<file path="src/rtl/tdm_pkg.sv">
// Shared constants and FSM encoding for the TDM receive path.
package tdm_pkg;
    localparam int CHANNELS = 8;
    localparam int SEL_W    = 3;
    localparam int MISS_MAX = 2;

    typedef enum logic {
        HUNT   = 1'b0,
        LOCKED = 1'b1
    } state_t;
endpackage

</file>
<file path="src/rtl/tdm_slot_counter.sv">
// Slot index counter for the TDM frame: increments per consumed slot, wraps 7->0,
// can be reloaded to 1 at a frame start or cleared when lock is lost.
module tdm_slot_counter
    import tdm_pkg::*;
(
    input  logic             clk,
    input  logic             rst,
    input  logic             clr,
    input  logic             load,
    input  logic             inc,
    output logic [SEL_W-1:0] s,
    output logic             last
);

    logic [SEL_W-1:0] s_r;

    // Slot register: clear beats reload, reload beats increment.
    always_ff @(posedge clk or posedge rst) begin
        if (rst) begin
            s_r <= SEL_W'(0);
        end else if (clr) begin
            s_r <= SEL_W'(0);
        end else if (load) begin
            s_r <= SEL_W'(1);
        end else if (inc) begin
            s_r <= s_r + SEL_W'(1);
        end else begin
            s_r <= s_r;
        end
    end

    assign s    = s_r;
    assign last = (s_r == SEL_W'(CHANNELS - 1));

endmodule

</file>
<file path="src/rtl/tdm_demux8.sv">
// 8-slot TDM demultiplexer: frames the serial stream on FS, rebuilds the parallel word,
// and reports lock and sticky sync errors.
module tdm_demux8 #(
    parameter int MISS_MAX = tdm_pkg::MISS_MAX
) (
    input  logic                     CLK,
    input  logic                     RST,
    input  logic                     Y,
    input  logic                     FS,
    input  logic                     EN,
    output logic [tdm_pkg::SEL_W-1:0] S,
    output logic [7:0]               O,
    output logic                     VLD,
    output logic                     LOCK,
    output logic                     ERR
);
    import tdm_pkg::*;

    localparam int MISS_W = $clog2(MISS_MAX + 1);

    state_t             state_r, state_next_s;
    logic [SEL_W-1:0]   slot_s;
    logic               last_s;
    logic               cnt_clr_s, cnt_load_s, cnt_inc_s;
    logic               shadow_we_s;
    logic [SEL_W-1:0]   shadow_idx_s;
    logic               frame_done_s;
    logic               err_set_s;
    logic [MISS_W-1:0]  miss_r, miss_next_s, miss_plus_s;
    logic [6:0]         shadow_r;
    logic [7:0]         o_r;
    logic               vld_r, lock_r, err_r;

    tdm_slot_counter u_slot (
        .clk  (CLK),
        .rst  (RST),
        .clr  (cnt_clr_s),
        .load (cnt_load_s),
        .inc  (cnt_inc_s),
        .s    (slot_s),
        .last (last_s)
    );

    // FSM state register.
    always_ff @(posedge CLK or posedge RST) begin
        if (RST) begin
            state_r <= HUNT;
        end else begin
            state_r <= state_next_s;
        end
    end

    // Next-state and slot control; any FS off slot 0 (slot 7 included) resyncs before completion.
    always_comb begin
        state_next_s = state_r;
        cnt_clr_s    = 1'b0;
        cnt_load_s   = 1'b0;
        cnt_inc_s    = 1'b0;
        shadow_we_s  = 1'b0;
        shadow_idx_s = slot_s;
        frame_done_s = 1'b0;
        err_set_s    = 1'b0;
        miss_next_s  = miss_r;
        miss_plus_s  = miss_r + MISS_W'(1);
        if (EN) begin
            case (state_r)
                HUNT: begin
                    if (FS) begin
                        shadow_we_s  = 1'b1;
                        shadow_idx_s = SEL_W'(0);
                        cnt_load_s   = 1'b1;
                        miss_next_s  = MISS_W'(0);
                        state_next_s = LOCKED;
                    end else begin
                        state_next_s = HUNT;
                    end
                end
                LOCKED: begin
                    if (FS) begin
                        err_set_s    = (slot_s != SEL_W'(0));
                        shadow_we_s  = 1'b1;
                        shadow_idx_s = SEL_W'(0);
                        cnt_load_s   = 1'b1;
                        miss_next_s  = MISS_W'(0);
                    end else if (slot_s == SEL_W'(0)) begin
                        if (miss_plus_s >= MISS_W'(MISS_MAX)) begin
                            err_set_s    = 1'b1;
                            cnt_clr_s    = 1'b1;
                            miss_next_s  = MISS_W'(0);
                            state_next_s = HUNT;
                        end else begin
                            shadow_we_s  = 1'b1;
                            shadow_idx_s = SEL_W'(0);
                            cnt_load_s   = 1'b1;
                            miss_next_s  = miss_plus_s;
                        end
                    end else if (last_s) begin
                        frame_done_s = 1'b1;
                        cnt_inc_s    = 1'b1;
                    end else begin
                        shadow_we_s  = 1'b1;
                        cnt_inc_s    = 1'b1;
                    end
                end
                default: begin
                    state_next_s = HUNT;
                    cnt_clr_s    = 1'b1;
                end
            endcase
        end else begin
            state_next_s = state_r;
        end
    end

    // Datapath registers: shadow capture, output word, miss count, flags.
    always_ff @(posedge CLK or posedge RST) begin
        if (RST) begin
            shadow_r <= 7'd0;
            o_r      <= 8'd0;
            vld_r    <= 1'b0;
            lock_r   <= 1'b0;
            err_r    <= 1'b0;
            miss_r   <= MISS_W'(0);
        end else begin
            if (shadow_we_s) begin
                shadow_r[shadow_idx_s] <= Y;
            end else begin
                shadow_r <= shadow_r;
            end
            if (frame_done_s) begin
                o_r <= {Y, shadow_r};
            end else begin
                o_r <= o_r;
            end
            vld_r  <= frame_done_s;
            lock_r <= (state_next_s == LOCKED);
            err_r  <= err_r | err_set_s;
            miss_r <= miss_next_s;
        end
    end

    assign S    = slot_s;
    assign O    = o_r;
    assign VLD  = vld_r;
    assign LOCK = lock_r;
    assign ERR  = err_r;

endmodule

</file>
<file path="config.mk">
export PLATFORM = sky130hd
export DESIGN_NAME = tdm_demux8
export DESIGN_NICKNAME = d
export VERILOG_FILES = /design/src/rtl/tdm_pkg.sv /design/src/rtl/tdm_slot_counter.sv /design/src/rtl/tdm_demux8.sv
export SDC_FILE = /design/constraint.sdc
export NUM_CORES = 1
export LEC_CHECK = 0
export ABC_AREA = 0
export ABC_CLOCK_PERIOD_IN_PS = 2800
export BUFFER_PORTS_ARGS = -buffer_cell sky130_fd_sc_hd__clkbuf_2
export CORE_MARGIN = 5
export CORE_UTILIZATION = 30
export DETAILED_ROUTE_END_ITERATION = 10
export GPL_ROUTABILITY_DRIVEN = 1
export PLACE_DENSITY = 0.58
export REMOVE_ABC_BUFFERS = 1
export SYNTH_ARGS = -nofsm -noshare
export SYNTH_HDL_FRONTEND = slang
export SYNTH_SLANG_ARGS = --single-unit
</file>
<file path="constraint.sdc">
create_clock -name CLK -period 2.8 [get_ports CLK]
set_clock_uncertainty 0.2 [all_clocks]
set_input_delay 0.56 -clock CLK [delete_from_list [all_inputs] [get_ports CLK]]
set_output_delay 0.56 -clock CLK [all_outputs]
set_load 0.01 [all_outputs]
</file>
==> results.md <==
* Hold-fix buffers at CTS at 0
* Placement-stage cell area at about 0.0013 mm^2
* DRT Pass-1 Iters at 4
* Die ar. at ~0.0051 mm^2
* Sequential share of power at 45.2%
* Highest-count cells in the layout ignoring fill and taps: dfrtp_1, clkbuf_2, mux2_2
* Portion of total power attributed to combinational logic at 37.3%
* Kind of launch point of the worst setup path: register
* Via total after detailed routing at approximately 810
* Final routed wire length divided by cell count at 14.5 um
* Cell internal pwr at between 700 and 800 uW
* Cell depth of the worst flop-to-flop path at 6
* Max transition margin at 43.3%
* Post-layout total power at 1.14 mW
* Minimum setup slack in the final design at 487 ps
* Placer congestion estimate at 0.996
* Final Max Slew Viols at 0
* Final standard cell utilization of the core at a little over a third
* Pin count of the biggest net entering global routing at 24
* Clock transition at the registers of the reported paths at 70 ps
* Total CTS buffers at 3
* Gates resized, CTS repair at 0
* Area taken by multi-input logic gates at 497 um^2
* Post-route antenna net violation count at 0
* Distinct cell type count of the synthesized netlist at 31
* Leakage power total at 0.629 nW
* Antenna violations before repair at 0
* Die Wd at 71.3 um
* Switching power summed over all nets at 403 uW
* Peak clock frequency supported by timing at 0.432 GHz
* CP startpoint: u_slot.s[0]
* Insertion delay to the later sink of the worst-skew pair at around 260 ps
* Initial detailed-routing violation count at 44
* Period minus WS final at 2310 ps
* Flops & latches, synth at 23
* WP data required at 2750 ps
* Vertical die dimension at between 70 and 80 um
* Sequential cell area fraction in the yosys report at 51.0%
* Area growth from synthesis to layout at 15.0%
* Result of the run: completed
* Setup slack, reg-to-reg at 490 ps
* FF+latch area at 576 um^2
* Setup repair after global routing missed its margin: no
* # H-tree levels at 1
* DR DRC count at 0
* TritonCTS clock tree: done
* Gr ovfl total at 0
* Number of nets in the layout at 123
* Gate count of the mapped netlist at between 90 and 100
* Type of the worst min-delay path: in2async
* Initial standard-cell utilization of the core at 30.8%
* Number of global-route vias before repair at 877
* Number of buffers inserted by post-CTS setup repair at 0
* Final period util at 82.6%
* Std cell rows at 22
* GR Util All Layers at around a tenth
* P per Cell Area at a little under 900 mW/mm^2
* Area of the mapped netlist at 0.00113 mm^2
* Termination of the worst setup path: shadow_r[6]
* Cell count after placement at 157
* Number of endpoints with negative hold slack in the final report at 0
* Number of non-filler instances in the completed layout at 161
* Drt via density at 5.04
* Setup Total Neg Slack at 0 ps
* Antenna diode instance count at 0
* I/O Buffers at 18
* Root cell of the clock tree: clkbuf_8
* Type of destination of the critical path: register
* Reg2Reg Launch Point: u_slot.s[0]
* Actual transition at the worst max-transition pin at between 800 and 900 ps
* Maximum resistive drop on vdd at 404 uV
* Crit Path Category: reg2reg
* CTS Sinks at 23
* Synthesis warning total at 0
* Post-Route Hold Slack at 243 ps
* Max Cap Viol at 0
* Core Region at ~0.0037 mm^2
* Clk pwr share at 17.5%
* Commonest non-fill, non-tap cell in the layout: dfrtp_1
* First-pass GRT wire length at about 4300 um
* Post-Synthesis Mean Instance Area at 11.9 um^2
* Max Fanout on Critical Path at 7
* Detail Placement HPWL at 1740 um
* Layout cell share with drive strength beyond 1 at 35.4%
* Layout filler cell count at about 380
* Worst EP arrival at ~2300 ps
* Maximum buffer depth of the clock tree at 2
* Capture instance of the worst register-to-register path: shadow_r[6]
* Final setup violation count at 0
* Fraction of power spent switching nets at 35.4%
* Detailed Route WL at 2330 um
* Area of all placed cells without fillers at 0.00130 mm^2
* I/O Pins at 19
* Post-place setup slack at 501 ps
cells in the mapped netlist, drive strengths merged:
library cell	n	area (um^2)
o311ai	1	16.3
nor2	1	3.75
o22ai	1	6.26
nand3b	3	22.5
or2	1	6.26
nor4	2	12.5
or4	1	7.51
o2111ai	2	17.5
mux2	15	169
o21ai	4	20.0
and3b	1	10.0
a31o	1	8.76
nand2	5	18.8
o21bai	1	7.51
buf	3	22.5
nand4	1	6.26
dfrtp	23	576
nor4b	1	15.0
ha	4	50.1
nand2b	1	6.26
clkbuf	1	3.75
o211a	1	10.0
a2bb2oi	1	8.76
and2b	1	7.51
nand3	2	10.0
a21oi	5	25.0
inv	8	30.0
o211ai	1	7.51
nand4b	1	8.76
a21o	2	15.0
registers in the layout, indices dropped and copies added (netlist names):
register  flops
shadow_r      7
VLD           1
miss_r        2
ERR           1
u_slot.s      3
O             8
LOCK          1
worst max-delay path, cell delays in order (launching register included):
cell and delay, ps:
dfrtp_1 470, inv_1 150, ha_1 270, nand2b_1 240, nand3b_1 130, or4_1 420
mux2_1 320
worst min path at each step:
stage	to	slack, ps
after floorplan	shadow_r[6]	260
after global placement	ERR	270
after detailed placement	ERR	280
after CTS	shadow_r[2]	280
after global routing	shadow_r[6]	310
final	O[3]	240
power by group through the flow:
stage	sequential (mW)	clock, mW	combinational [mW]
global route	0.530	0.225	0.477
floorplan	0.527	0	0.272
detailed placement	0.520	0	0.423
CTS	0.514	0.208	0.430
finish	0.514	0.199	0.425
global placement	0.514	0	0.411
kinds of logic (layout without fill, tap and decap cells):
group,count (synthesis),count (layout),share of synthesized area [%]
multiplexers,15,15,15.0
flip-flops,23,23,51.0
AND/OR/NAND/NOR,21,21,12.0
AO/OA/AOI/OAI,20,20,12.6
buffers and inverters,12,30,4.99
adder cells (fa/ha/maj),4,4,4.43
cell type report:
type	instances	share of cell area, %
clock buffers	4	3.47
repair buffers	18	6.94
well taps	48	4.63
flip-flops and latches	23	44.4
multi-input cells	60	38.3
inverters	8	2.31
metal layers:
metal / vias to the layer above / global-route usage [%] / wire [um]
li1: 381 / - / -
met1: 408 / 13.2 / 1090
met2: 18 / 17.3 / 1100
met3: 4 / 3.37 / 105
met4: 0 / 3.76 / 34
met5: - / 0 / 0
No activity file was read; power rests on OpenSTA's default activity.
